<file path="config.mk">
export PLATFORM = sky130hd
export DESIGN_NAME = ghost_mode_ctrl
export DESIGN_NICKNAME = d
export VERILOG_FILES = /design/src/rtl/ghost_pkg.sv /design/src/rtl/ghost_phase_timer.sv /design/src/rtl/ghost_mode_ctrl.sv
export SDC_FILE = /design/constraint.sdc
export NUM_CORES = 1
export LEC_CHECK = 0
export BUFFER_PORTS_ARGS = -buffer_cell sky130_fd_sc_hd__buf_2
export CAP_MARGIN = 20
export CORE_ASPECT_RATIO = 2
export CORE_MARGIN = 1
export CORE_UTILIZATION = 45
export CTS_BUF_LIST = sky130_fd_sc_hd__clkbuf_16
export DETAILED_ROUTE_END_ITERATION = 8
export GPL_TIMING_DRIVEN = 0
export PLACE_DENSITY = 0.64
export SYNTH_ARGS = -nofsm -noshare
export SYNTH_HDL_FRONTEND = slang
export SYNTH_HIERARCHICAL = 1
export SYNTH_SLANG_ARGS = --single-unit
</file>
<file path="constraint.sdc">
create_clock -name clk -period 2.6 [get_ports clk]
set_input_delay 0 -clock clk [delete_from_list [all_inputs] [get_ports clk]]
set_output_delay 0 -clock clk [all_outputs]
set_load 0.02 [all_outputs]
</file>
<file path="src/rtl/ghost_pkg.sv">
`default_nettype none
// +-----------------------------------------------------------------------+
// | ghost_pkg : shared types and constants for the ghost mode controller  |
// | Rev 1.0                                                               |
// +-----------------------------------------------------------------------+
package ghost_pkg;

    typedef enum logic [1:0] {
        MODE_SCATTER = 2'b00,
        MODE_CHASE   = 2'b01,
        MODE_FRIGHT  = 2'b10,
        MODE_EATEN   = 2'b11
    } ghost_mode_t;

    typedef enum logic [1:0] {
        GST_NORMAL = 2'd0,
        GST_FRIGHT = 2'd1,
        GST_EATEN  = 2'd2
    } ghost_st_t;

    typedef enum logic [1:0] {
        TOP_IDLE  = 2'd0,
        TOP_PLAY  = 2'd1,
        TOP_DYING = 2'd2
    } top_st_t;

    // Phases 0..6 in seconds; phase 7 is open-ended and has no entry.
    localparam int unsigned c_phase_sec [7] = '{7, 20, 7, 20, 5, 20, 5};

    localparam logic [11:0] SCORE_BASE = 12'd200;

endpackage

`default_nettype wire

</file>
<file path="src/rtl/ghost_phase_timer.sv">
`default_nettype none
// +-----------------------------------------------------------------------+
// | ghost_phase_timer : scatter/chase schedule with pause and restart     |
// | Rev 1.0                                                               |
// +-----------------------------------------------------------------------+
module ghost_phase_timer
    import ghost_pkg::*;
#(
    parameter int unsigned CLK_HZ = 100_000_000
) (
    input  logic        clk,
    input  logic        reset_n,
    input  logic        level_init,
    input  logic        run,
    input  logic        pause,
    output ghost_mode_t sched_mode,
    output logic        phase_chg
);

    logic [2:0]  r_phase;
    logic [31:0] r_timer;
    logic [31:0] w_limit;
    logic        w_wrap;
    logic [2:0]  w_phase_nxt;

    always_comb begin
        w_limit = '0;
        for (int i = 0; i < 7; i++) begin
            if (r_phase == 3'(i)) begin
                w_limit = c_phase_sec[i] * CLK_HZ - 32'd1;
            end
        end
    end

    assign w_wrap      = run && !pause && !level_init && (r_phase != 3'd7) && (r_timer == w_limit);
    assign w_phase_nxt = level_init ? 3'd0 : (w_wrap ? r_phase + 3'd1 : r_phase);

    // Mode of the phase that will be current after this edge, so the
    // registered ghost modes change on the same edge as the phase.
    assign sched_mode = w_phase_nxt[0] ? MODE_CHASE : MODE_SCATTER;
    assign phase_chg  = w_wrap;

    always_ff @(posedge clk or negedge reset_n) begin
        if (!reset_n) begin
            r_phase <= 3'd0;
            r_timer <= 32'd0;
        end else begin
            r_phase <= w_phase_nxt;
            if (level_init) begin
                r_timer <= 32'd0;
            end else if (run && !pause) begin
                r_timer <= w_wrap ? 32'd0 : r_timer + 32'd1;
            end
        end
    end

endmodule

`default_nettype wire

</file>
<file path="src/rtl/ghost_mode_ctrl.sv">
`default_nettype none
// +-----------------------------------------------------------------------+
// | ghost_mode_ctrl : per-ghost mode, eat combos and death detection      |
// | Rev 1.0                                                               |
// +-----------------------------------------------------------------------+
module ghost_mode_ctrl
    import ghost_pkg::*;
#(
    parameter int unsigned CLK_HZ     = 100_000_000,
    parameter int          NUM_GHOSTS = 4
) (
    input  logic                    clk,
    input  logic                    reset_n,
    input  logic                    level_start,
    input  logic                    eat_time,
    input  logic                    white,
    input  logic [NUM_GHOSTS-1:0]   ghost_hit,
    input  logic [NUM_GHOSTS-1:0]   ghost_home,
    output logic [2*NUM_GHOSTS-1:0] ghost_mode,
    output logic [NUM_GHOSTS-1:0]   ghost_white,
    output logic                    reverse_dir,
    output logic [11:0]             score_add,
    output logic                    score_vld,
    output logic                    pacman_die
);

    top_st_t     r_top, w_top_nxt;
    ghost_st_t   r_st     [NUM_GHOSTS];
    ghost_st_t   w_post   [NUM_GHOSTS];
    ghost_st_t   w_st_nxt [NUM_GHOSTS];
    logic [1:0]  r_combo, w_combo_nxt, w_combo_cur;
    logic        r_eat_d;
    logic        w_rise, w_fall, w_taken, w_normal_hit;
    ghost_mode_t w_sched;
    logic        w_phase_chg;

    logic [2*NUM_GHOSTS-1:0] r_ghost_mode, w_mode_nxt;
    logic [NUM_GHOSTS-1:0]   r_ghost_white, w_white_nxt;
    logic                    r_reverse_dir, w_rev_nxt;
    logic [11:0]             r_score_add, w_score_nxt;
    logic                    r_score_vld, w_vld_nxt;
    logic                    r_pacman_die, w_die_nxt;

    ghost_phase_timer #(.CLK_HZ(CLK_HZ)) u_phase_timer (
        .clk        (clk),
        .reset_n    (reset_n),
        .level_init (level_start),
        .run        (r_top == TOP_PLAY),
        .pause      (eat_time),
        .sched_mode (w_sched),
        .phase_chg  (w_phase_chg)
    );

    assign w_rise = eat_time && !r_eat_d;
    assign w_fall = !eat_time && r_eat_d;

    always_comb begin
        w_top_nxt    = r_top;
        w_post       = r_st;
        w_st_nxt     = r_st;
        w_combo_cur  = r_combo;
        w_combo_nxt  = r_combo;
        w_mode_nxt   = r_ghost_mode;
        w_white_nxt  = r_ghost_white;
        w_rev_nxt    = 1'b0;
        w_score_nxt  = '0;
        w_vld_nxt    = 1'b0;
        w_die_nxt    = 1'b0;
        w_taken      = 1'b0;
        w_normal_hit = 1'b0;

        if (level_start) begin
            w_top_nxt   = TOP_PLAY;
            for (int i = 0; i < NUM_GHOSTS; i++) w_st_nxt[i] = GST_NORMAL;
            w_combo_nxt = 2'd0;
            w_mode_nxt  = '0;
            w_white_nxt = '0;
        end else begin
            case (r_top)
                TOP_PLAY: begin
                    // Frightened edges first; hits see the post-edge state.
                    for (int i = 0; i < NUM_GHOSTS; i++) begin
                        if (w_rise && r_st[i] == GST_NORMAL)      w_post[i] = GST_FRIGHT;
                        else if (w_fall && r_st[i] == GST_FRIGHT) w_post[i] = GST_NORMAL;
                    end
                    if (w_rise) w_combo_cur = 2'd0;
                    w_combo_nxt = w_combo_cur;
                    w_st_nxt    = w_post;

                    for (int i = 0; i < NUM_GHOSTS; i++) begin
                        if (w_post[i] == GST_EATEN && ghost_home[i]) w_st_nxt[i] = GST_NORMAL;
                    end
                    for (int i = 0; i < NUM_GHOSTS; i++) begin
                        if (!w_taken && ghost_hit[i] && w_post[i] == GST_FRIGHT) begin
                            w_st_nxt[i] = GST_EATEN;
                            w_taken     = 1'b1;
                        end
                        if (ghost_hit[i] && w_post[i] == GST_NORMAL) w_normal_hit = 1'b1;
                    end

                    if (w_taken) begin
                        w_vld_nxt   = 1'b1;
                        w_score_nxt = SCORE_BASE << w_combo_cur;
                        if (w_combo_cur != 2'd3) w_combo_nxt = w_combo_cur + 2'd1;
                    end else if (w_normal_hit) begin
                        w_die_nxt = 1'b1;
                        w_top_nxt = TOP_DYING;
                    end

                    w_rev_nxt = w_phase_chg || w_rise;

                    for (int i = 0; i < NUM_GHOSTS; i++) begin
                        case (w_st_nxt[i])
                            GST_NORMAL: w_mode_nxt[2*i +: 2] = w_sched;
                            GST_FRIGHT: w_mode_nxt[2*i +: 2] = MODE_FRIGHT;
                            default:    w_mode_nxt[2*i +: 2] = MODE_EATEN;
                        endcase
                        w_white_nxt[i] = white && (w_st_nxt[i] == GST_FRIGHT);
                    end
                end
                TOP_DYING: begin
                    for (int i = 0; i < NUM_GHOSTS; i++) begin
                        w_white_nxt[i] = white && (r_st[i] == GST_FRIGHT);
                    end
                end
                default: ;
            endcase
        end
    end

    always_ff @(posedge clk or negedge reset_n) begin
        if (!reset_n) begin
            r_top         <= TOP_IDLE;
            for (int i = 0; i < NUM_GHOSTS; i++) r_st[i] <= GST_NORMAL;
            r_combo       <= 2'd0;
            r_eat_d       <= 1'b0;
            r_ghost_mode  <= '0;
            r_ghost_white <= '0;
            r_reverse_dir <= 1'b0;
            r_score_add   <= '0;
            r_score_vld   <= 1'b0;
            r_pacman_die  <= 1'b0;
        end else begin
            r_top         <= w_top_nxt;
            r_st          <= w_st_nxt;
            r_combo       <= w_combo_nxt;
            r_eat_d       <= eat_time;
            r_ghost_mode  <= w_mode_nxt;
            r_ghost_white <= w_white_nxt;
            r_reverse_dir <= w_rev_nxt;
            r_score_add   <= w_score_nxt;
            r_score_vld   <= w_vld_nxt;
            r_pacman_die  <= w_die_nxt;
        end
    end

    assign ghost_mode  = r_ghost_mode;
    assign ghost_white = r_ghost_white;
    assign reverse_dir = r_reverse_dir;
    assign score_add   = r_score_add;
    assign score_vld   = r_score_vld;
    assign pacman_die  = r_pacman_die;

endmodule

`default_nettype wire

</file>
==> metrics.csv <==
stage,metric,value,unit
run_status,status,finished with violations,
run_status,failing checks,setup timing,
synth,Synth Area in Compound Gates,16.48,%
synth,mux cell area share after synthesis,1.034,%
global_route,Total GRT Usage,24.34,%
floorplanning,Starting Density,45.97,%
clocking,CTS Sinks,71,
finish,synth-to-layout area growth,22.86,%
worst_setup_path,Startpoint Class,register,
place,HPWL Detailed,7.956,mm
sta,RSZ-0062 raised after global routing,yes,
global_route,met1 usage,21.40,%
worst_setup_path,critical path class,register to register,
global_route,largest net degree at the start of global routing,72,
pwr,Leak Pwr,2.249,nW
worst_setup_path,crit path DAT,2810,ps
place,Buffers on Ports,35,
routing,final wirelength,11.26,mm
clocking,CTS Root Cell,clkbuf_16,
worst_setup_path,Worst setup EP type,register,
floorplanning,Die ar.,0.009555,mm²
synth,most common flop cell mapped by yosys,dfrtp_1,
sta,Worst slew margin,39.06,%
worst_setup_path,CP startpoint,u_phase_timer/r_phase[0],
synth,average size of a mapped cell,9.395,µm²
worst_hold_path,hold crit path type,primary input to register,
global_route,total grt overflow,0,
worst_hold_path,Worst Min Path Start,ghost_home[0],
routing,First-pass DRT Iterations,4,
global_route,vias in the first global route,3605,
clocking,Clock Pin Slew Worst Setup and Hold Paths,60,ps
place,GPL Wtd Cong,0.8560,
synth,XOR/XNOR Fraction of Synth Area,6.385,%
flow_run,max-cap violation count,0,
place,dpl cells,578,
finish,Finished Layout Cells,613,
synth,Post-Synth Adder-Cell Area,3.344,%
sta,Least-Margin Pin Slew,914.2,ps
clocking,H-tree depth,3,
sta,post-layout min period,2606,ps
synth,Post-synth ARST share,100.0,%
clocking,maximum clock path buffer count,2,
pwr,Power Density,751.7,mW/mm²
floorplanning,total core area,0.008951,mm²
sta,Worst Skew,6.760,ps
synth,Synth area leader,dfrtp_1,
routing,detailed-route vias per instance,5.754,
synth,post-synthesis sequential area ratio,43.17,%
finish,Final Util,56.49,%
synth,post-synthesis simple-gate area fraction,24.72,%
routing,routed length per placed instance,18.37,µm
sta,fin. max-slew vios,0,
floorplanning,IO Pins,40,
synth,combinational family with the most area after synthesis,simple AND/OR/NAND/NOR gates,
floorplanning,Die W,69.62,µm
clocking,TritonCTS Buffers,9,
clocking,clock latency on the worst-skew pair,340,ps
synth,number of enable flip-flop cells after synthesis,0,
synth,Post-synth top cells,"71 x dfrtp_1, 55 x nor2_1, 34 x nand2_1",
clocking,TritonCTS clock tree,built,
global_route,met3 Usage GRT,3.804,%
synth,most common cell in the netlist,dfrtp_1,
sta,final setup violation count,1,
worst_setup_path,R2R Path Start,u_phase_timer/r_phase[0],
sta,Setup WS post-layout,-5.919,ps
pwr,VDD IR-drop max,0.6750,mV
synth,Yosys top cell area share,43.17,%
sta,f_max,0.3837,GHz
finish,nets@finish,531,
synth,dominant cells by area after synthesis,"dfrtp_1 43%, nor2_1 5.0%, xor2_1 3.8%",
finish,ANT cells,0,
global_route,global-route wire length before repair,17.50,mm
routing,Residual DRC,0,
global_route,initial antenna violation count,0,
place,pre-CTS setup slack,-410.6,ps
sta,"Hold Vio Cnt, Final",0,
global_route,global routing usage on met2,47.46,%
routing,post-route ant nets,0,
worst_setup_path,CP max FO,4,
floorplanning,row count,49,
floorplanning,Die H,137.2,µm
routing,iteration-0 DRC count of the detailed router,278,
sta,crit share post-route,100.2,%
synth,Yosys warnings,6,
global_route,gr busiest metal,met2,
synth,mapped cell area,0.004115,mm²
worst_setup_path,Required @ worst endpoint,2800,ps
finish,share of cells above drive strength 1,24.46,%
synth,Syn Inst Count,438,
synth,post-synthesis cell type count,63,
routing,via count,3527,
synth,register bit count reported by yosys,71,
-- critical path: stages, from the launching register on --
cell and delay (ps):
dfrtp_2 450, ha_4 190, ha_4 150, or4b_4 490
o31ai_4 80, o21a_1 190, o21bai_2 110, o31ai_2 300
a21oi_2 100, buf_6 160, o31ai_4 160, o21ai_1 90
-- flip-flops by register name (all words and copies together), names as in the netlist --
| register | flops |
|---|---|
| u_phase_timer/r_timer | 32 |
| ghost_mode | 8 |
| r_st | 8 |
| score_add | 8 |
| ghost_white | 4 |
| u_phase_timer/r_phase | 3 |
| r_combo | 2 |
| r_top | 2 |
| pacman_die | 1 |
| r_eat_d | 1 |
| reverse_dir | 1 |
| score_vld | 1 |
-- layer usage --
metal,part of all wire (%),wire length [µm],vias to the layer above
met1,34,3849,1713
met3,2.7,300,37
met4,6.2,701,0
met5,0,0,-
met2,57,6406,101
li1,-,-,1676
-- kinds of logic (layout without fill, tap and decap cells) --
logic type               count (synthesis)  in the layout
AND/OR/NAND/NOR                        190            190
AO/OA/AOI/OAI                           96             96
flip-flops                              71             71
buffers and inverters                   34            104
XOR/XNOR                                30             30
adder cells (fa/ha/maj)                 11             11
multiplexers                             4              4
other                                    2              5
-- placed cells by master (no fill, tap or decap), types with 8 or more instances in the layout --
cell type,Yosys,layout
xnor2_1,12,12
nand2b_1,10,9
buf_6,5,8
a21oi_1,26,23
nand2_1,34,34
nor3_1,15,12
clkbuf_16,0,9
nor2_1,55,54
and2_1,8,8
inv_1,13,12
nand4_1,12,12
nor2b_1,11,10
o21ai_0,24,22
buf_2,1,35
buf_4,7,24
dfrtp_1,71,69
nand3_1,14,13
xor2_1,18,18
-- cell type report --
cell class	instances	area [µm²]
multi-input cells	336	2332
fillers	794	3895
repair buffers	55	340.3
flip-flops and latches	71	1779
well taps	102	127.6
clock buffers	9	225.2
plain buffers	20	158.9
inverters	14	52.55
clock inverters	6	40.04
-- timing repair --
action / 4_1_cts / 5_1_grt
pin swaps: 11 / 14
setup endpoints to repair: 35 / 5
gates resized for setup: 22 / 22
hold endpoints to repair: 72 / 0
hold buffers: 2 / 0
setup buffers: 11 / 7
-- per-stage QoR --
| stage | hold WS, ps | power [mW] | setup TNS [ps] | cell area [µm²] |
|---|---|---|---|---|
| after global routing | 128.9 | 3.984 | -354.7 | 5056 |
| final | 48.32 | 3.800 | -5.919 | 5056 |
| after global placement | 233.6 | 2.524 | -3364 | 4434 |
| after detailed placement | 198.7 | 2.539 | -3094 | 4437 |
| after floorplan | -295.6 | 2.166 | 0 | 4131 |
| after CTS | 28.30 | 3.726 | -2.859 | 4902 |
-- path summary, 6_finish.rpt --
kind                                             end  slack (ps)  depth (start not counted)
max                                    ghost_mode[4]          -6                         11
min                                          r_st[7]          50                          4
max reg2reg                            ghost_mode[4]          -6                         11
min reg2reg                           ghost_white[0]         520                          2
max in group asynchronous   u_phase_timer/r_phase[2]        1600                          2
min in group asynchronous  u_phase_timer/r_timer[10]         330                          2
-- where the power goes --
group	switching [mW]	internal (mW)
sequential	0.150	1.27
combinational	0.782	0.485
clock	0.475	0.636
total	1.41	2.39
Power figures use the tool's default switching activity.
